===== src/rtl/track_ctrl.sv =====
// Sequencer for manual positioning -> template capture -> tracking of the box/tracker datapath.
// Optional TRACK_SMOOTH_EN: accepted positions are averaged with the previous output.
//
// state   | meaning
// MANUAL  | box under user control, waiting for a start request edge
// ARM     | waiting for the next frame_start to begin capture
// CAPTURE | template RAM written for one full frame
// TRACK   | forwarding accepted matches, counting missed frames
module track_ctrl #(
  parameter logic [15:0] SCORE_MIN   = 16'd1000,
  parameter int          LOST_FRAMES = 4
) (
  input  logic        clk,
  input  logic        rst_n,
  input  logic        start_req,
  input  logic        cancel_req,
  input  logic        frame_start,
  input  logic        template_in_box,
  input  logic        max_ready,
  input  logic [15:0] max_score,
  input  logic [9:0]  max_x,
  input  logic [9:0]  max_y,
  output logic        tracking_mode,
  output logic        template_we,
  output logic        box_max_ready,
  output logic [9:0]  box_max_x,
  output logic [9:0]  box_max_y,
  output logic        capture_done,
  output logic        lost,
  output logic [1:0]  state
);

  typedef enum logic [1:0] {
    MANUAL  = 2'd0,
    ARM     = 2'd1,
    CAPTURE = 2'd2,
    TRACK   = 2'd3
  } state_t;

  localparam logic [3:0] LOST_CNT = 4'(LOST_FRAMES);

  state_t     st;
  logic       start_q;
  logic       hit;
  logic [3:0] miss_cnt;
  logic [3:0] miss_next;
  logic       start_rise;
  logic       accept;
  logic [9:0] x_next;
  logic [9:0] y_next;

  assign state         = st;
  assign tracking_mode = (st == TRACK);
  assign template_we   = template_in_box && (st == CAPTURE);
  assign start_rise    = start_req && !start_q;
  assign accept        = max_ready && (max_score >= SCORE_MIN) && (st == TRACK) && !cancel_req;
  assign miss_next     = (miss_cnt == 4'hF) ? miss_cnt : miss_cnt + 4'd1;

`ifdef TRACK_SMOOTH_EN
  logic        first_res;
  logic [10:0] sum_x;
  logic [10:0] sum_y;

  assign sum_x  = {1'b0, box_max_x} + {1'b0, max_x} + 11'd1;
  assign sum_y  = {1'b0, box_max_y} + {1'b0, max_y} + 11'd1;
  assign x_next = first_res ? max_x : 10'(sum_x >> 1);
  assign y_next = first_res ? max_y : 10'(sum_y >> 1);

  // First accepted result after a fresh capture has no history to average with.
  always_ff @(posedge clk or negedge rst_n) begin
    if (!rst_n)
      first_res <= 1'b0;
    else if (!cancel_req && st == CAPTURE && frame_start)
      first_res <= 1'b1;
    else if (accept)
      first_res <= 1'b0;
  end
`else
  assign x_next = max_x;
  assign y_next = max_y;
`endif

  always_ff @(posedge clk or negedge rst_n) begin
    if (!rst_n) begin
      st            <= MANUAL;
      start_q       <= 1'b0;
      hit           <= 1'b0;
      miss_cnt      <= 4'd0;
      capture_done  <= 1'b0;
      lost          <= 1'b0;
      box_max_ready <= 1'b0;
      box_max_x     <= 10'd0;
      box_max_y     <= 10'd0;
    end else begin
      start_q       <= start_req;
      capture_done  <= 1'b0;
      lost          <= 1'b0;
      box_max_ready <= 1'b0;
      if (cancel_req) begin
        st       <= MANUAL;
        hit      <= 1'b0;
        miss_cnt <= 4'd0;
      end else begin
        case (st)
          MANUAL:  if (start_rise) st <= ARM;
          ARM:     if (frame_start) st <= CAPTURE;
          CAPTURE: if (frame_start) begin
            st           <= TRACK;
            capture_done <= 1'b1;
            hit          <= 1'b0;
            miss_cnt     <= 4'd0;
          end
          TRACK: begin
            if (accept) begin
              box_max_ready <= 1'b1;
              box_max_x     <= x_next;
              box_max_y     <= y_next;
              hit           <= 1'b1;
            end
            // A result arriving with frame_start belongs to the frame that is ending.
            if (frame_start) begin
              hit <= 1'b0;
              if (hit || accept)
                miss_cnt <= 4'd0;
              else if (miss_next >= LOST_CNT) begin
                st       <= MANUAL;
                lost     <= 1'b1;
                miss_cnt <= 4'd0;
              end else
                miss_cnt <= miss_next;
            end
          end
          default: st <= MANUAL;
        endcase
      end
    end
  end

endmodule

===== config.mk =====
export PLATFORM = sky130hd
export DESIGN_NAME = track_ctrl
export DESIGN_NICKNAME = d
export VERILOG_FILES = /design/src/rtl/track_ctrl.sv
export SDC_FILE = /design/constraint.sdc
export NUM_CORES = 1
export LEC_CHECK = 0
export CAP_MARGIN = 25
export CELL_PAD_IN_SITES_DETAIL_PLACEMENT = 1
export CELL_PAD_IN_SITES_GLOBAL_PLACEMENT = 1
export CORE_ASPECT_RATIO = 0.8
export CORE_MARGIN = 4
export CORE_UTILIZATION = 30
export DETAILED_ROUTE_END_ITERATION = 10
export PLACE_DENSITY = 0.82
export SLEW_MARGIN = 25
export SYNTH_ARGS = -nofsm -noshare
export SYNTH_HDL_FRONTEND = slang
export SYNTH_SLANG_ARGS = --single-unit
export TNS_END_PERCENT = 50

===== constraint.sdc =====
create_clock -name clk -period 1.8 [get_ports clk]
set_input_delay 0.18 -clock clk [delete_from_list [all_inputs] [get_ports clk]]
set_output_delay 0.18 -clock clk [all_outputs]
set_load 0.05 [all_outputs]

==> summary.md <==
| Metric | Value |
|---|---|
| Status | `finished clean` |
| Clk root buf | `clkbuf_8` |
| First-pass GRT wire length | `~6300 um` |
| Max-slew headroom | `~65%` |
| Via Count | `1196` |
| Layout cells sized above 1 | `28.27%` |
| Placeable Area | `roughly 4300 um^2` |
| Number of antenna diodes | `0` |
| Clock sink count | `31` |
| Hold Path Class | `in -> async` |
| Crit-path max FO | `6` |
| Fin. Hold Viols | `0` |
| Vias in the first global route | `1236` |
| Seq/Total Area, Yosys | `a little under three fifths` |
| CTS tree | `done` |
| Worst IR drop on VDD | `0.6093 mV` |
| DP HPWL | `3097 um` |
| # fillers | `458` |
| Routed Antenna Nets | `0` |
| Fin crit share | `95.62%` |
| Final setup violating endpoints | `0` |
| Syn_area_per_cell | `12.65 um^2` |
| CTS Buf Count | `5` |
| Clk_skew | `7.309 ps` |
| Vertical die dimension | `around 69 um` |
| Fin Setup TNS | `0 ps` |
| Post-Syn Instances | `111` |
| First-pass detailed-route iteration total | `4` |
| Netlist cell types | `28` |
| Initial core utilization | `32.38%` |
| Leakage power | `approximately 1.1 nW` |
| Clock period minus worst slack | `1721 ps` |
| Nets | `around 240` |
| Antenna violations before repair | `0` |
| Worst EP required | `2030 ps` |
| Sequential cell area | `778.2 um^2` |
| Synthesized area | `1404 um^2` |
| Grt ovf | `0` |
| Slew Viols, Final | `0` |
| H-tree levels | `2` |
| Worst Max-Slew Pin Slew | `524.1 ps` |
| Total GRT Usage | `13.97%` |
| Clock insertion delay at the later pin of the skew report | `290 ps` |
| Worst Setup End Kind | `register` |
| Syn_nets | `159` |
| Slowest CP cell | `dfrtp_2` |
| DR DRC count | `0` |
| Routability cong. | `0.8414` |
| Hold_ws | `289.4 ps` |
| Max incr delay on CP | `between 400 and 500 ps` |
| Ports | `70` |
| Area grow syn2layout | `68.27%` |
| Reg-to-reg setup timing slack | `approximately 79 ps` |
| Area of the multi-input gates | `659.4 um^2` |
| Post-DR vias/cell | `4.823` |
| Routed length per placed instance | `16.23 um` |
| CP dominant cell by count | `nor2_1` |
| Largest net degree at the start of global routing | `32` |
| DR iter-0 viols | `16` |
| DRT Wirelength | `a little over 4000 um` |
| Fmax | `slightly below 600 MHz` |
| Max-Cap Viols | `0` |
| Max clock buf depth | `2` |
| Synth Warn # | `0` |
| Port buffer count | `66` |
| CP Cell Sequence | `inv_2 > ha_1 > nor2_1 > nor2_1 > a211oi_2 > buf_4 > a2111oi_4 > a31o_1` |
| Die area | `between 5000 and 6000 um^2` |
| Clk pin slew, worst setup/hold paths | `60 ps` |
| Register bit total from synthesis | `31` |
| Chip width | `84.48 um` |
| Total power | `around 0.0034 W` |
| Setup crit start kind | `register` |
| Critical path arrival | `1950 ps` |
| Critical path type | `reg -> reg` |
| Pwr dens | `1445 nW/um^2` |
| Cell row count | `21` |
cell families after synthesis:
family          count (synthesis)  synth area share, %
compound gates                 22                11.05
fa+ha+maj                       5                4.456
buf+inv                         8                3.208
flops                          31                55.26
mux                            20                16.04
simple gates                   25                9.983
sequential cells by signal, summed over array words and instances, names as in the netlist:
register	cells
state	2
box_max_x	10
lost	1
start_q	1
miss_cnt	4
box_max_ready	1
hit	1
box_max_y	10
capture_done	1
power breakdown:
part	switching [W]	internal (W)	leakage, nW
sequential	0.000139	0.000902	0.417
combinational	0.00110	0.000731	0.599
clock	0.000245	0.000299	0.0470
total	0.00148	0.00193	1.06
Yosys cell counts, drive strengths merged:
master	instances	area share (%)
and2	4	2.0
nor4	1	0.45
nor3	1	0.36
o211ai	1	1.5
a21o	1	0.62
mux2	20	16
nor2	7	1.9
o221a	1	0.80
a211oi	3	1.6
nor4b	1	0.62
a21oi	7	2.5
a2111oi	1	0.62
ha	5	4.5
o21bai	1	0.53
dfrtp	31	55
nand2b	3	1.3
nand4	2	0.89
inv	6	1.6
buf	2	1.6
o22ai	1	0.45
o21ai	5	1.8
a31o	1	0.62
nand2	3	0.80
and2b	1	0.53
and4b	1	0.71
and3	1	0.45
through the flow:
stage / setup WS (ps) / cell area (um^2) / util, % / std cells
2_1_floorplan: 30.59 / 1421 / - / 111
3_3_place_gp: -82.67 / 2191 / 50.53 / 238
3_5_place_dp: -232.2 / 2191 / 50.53 / 238
4_1_cts: 10.18 / 2290 / 52.81 / 245
5_1_grt: -9.857 / 2362 / 54.49 / 248
6_report: 78.83 / 2362 / 54.49 / 248
cells in the final DEF, fill, tap and decap left out, types with 2 or more instances in the layout:
cell type	instances
a21oi_1	6
ha_4	2
clkbuf_8	6
buf_12	2
and2_1	2
clkdlybuf4s50_1	62
dfrtp_2	2
nand4_1	2
nor2_1	6
inv_1	5
o21ai_0	5
buf_4	11
a211oi_1	2
nand2_1	3
mux2_2	19
nand2b_1	3
and2_2	2
ha_1	3
dfrtp_1	29
layer usage:
metal	wire length, um	vias up	track usage, %	part of all wire, %
li1	-	555	-	-
met2	1987	47	23.11	49
met3	288	7	4.632	7.2
met5	0	-	0	0
met1	1680	587	16.58	42
met4	70	0	5.800	1.7
area by class of cell:
cell class	count	share of cell area, %
clock buffer	6	3.496
clock inverter	1	0.2119
inverter	6	0.9534
multi-input combinational	72	27.91
sequential	31	32.94
tap	57	3.019
timing repair buffer	75	31.46
worst max-delay path, delay by kind of cell, from the launching register on:
family                   cells  cell delay [ps]
flip-flops                   1              470
AND/OR/NAND/NOR              2              160
buffers and inverters        2              300
adder cells (fa/ha/maj)      1              200
AO/OA/AOI/OAI                3              530
worst paths after layout:
kind | start | end | cells after the start
hold / removal | rst_n | lost$_DFF_PN0_ | 2
max in group asynchronous | rst_n | state[1]$_DFFE_PN0P_ | 2
hold reg to reg | box_max_x[8]$_DFFE_PN0P_ | box_max_x[8]$_DFFE_PN0P_ | 1
min in group clk | start_req | start_q$_DFF_PN0_ | 1
setup / recovery | state[1]$_DFFE_PN0P_ | state[1]$_DFFE_PN0P_ | 8
setup reg to reg | state[1]$_DFFE_PN0P_ | state[1]$_DFFE_PN0P_ | 8
what timing repair did:
action                                 CTS  global route
hold buffers                             0             0
buffers inserted                         0             3
setup endpoints to repair                1             2
pin swaps                                0             2
resized for setup                        3             8
endpoints found under the hold margin    0             0
Power figures use the tool's default switching activity.
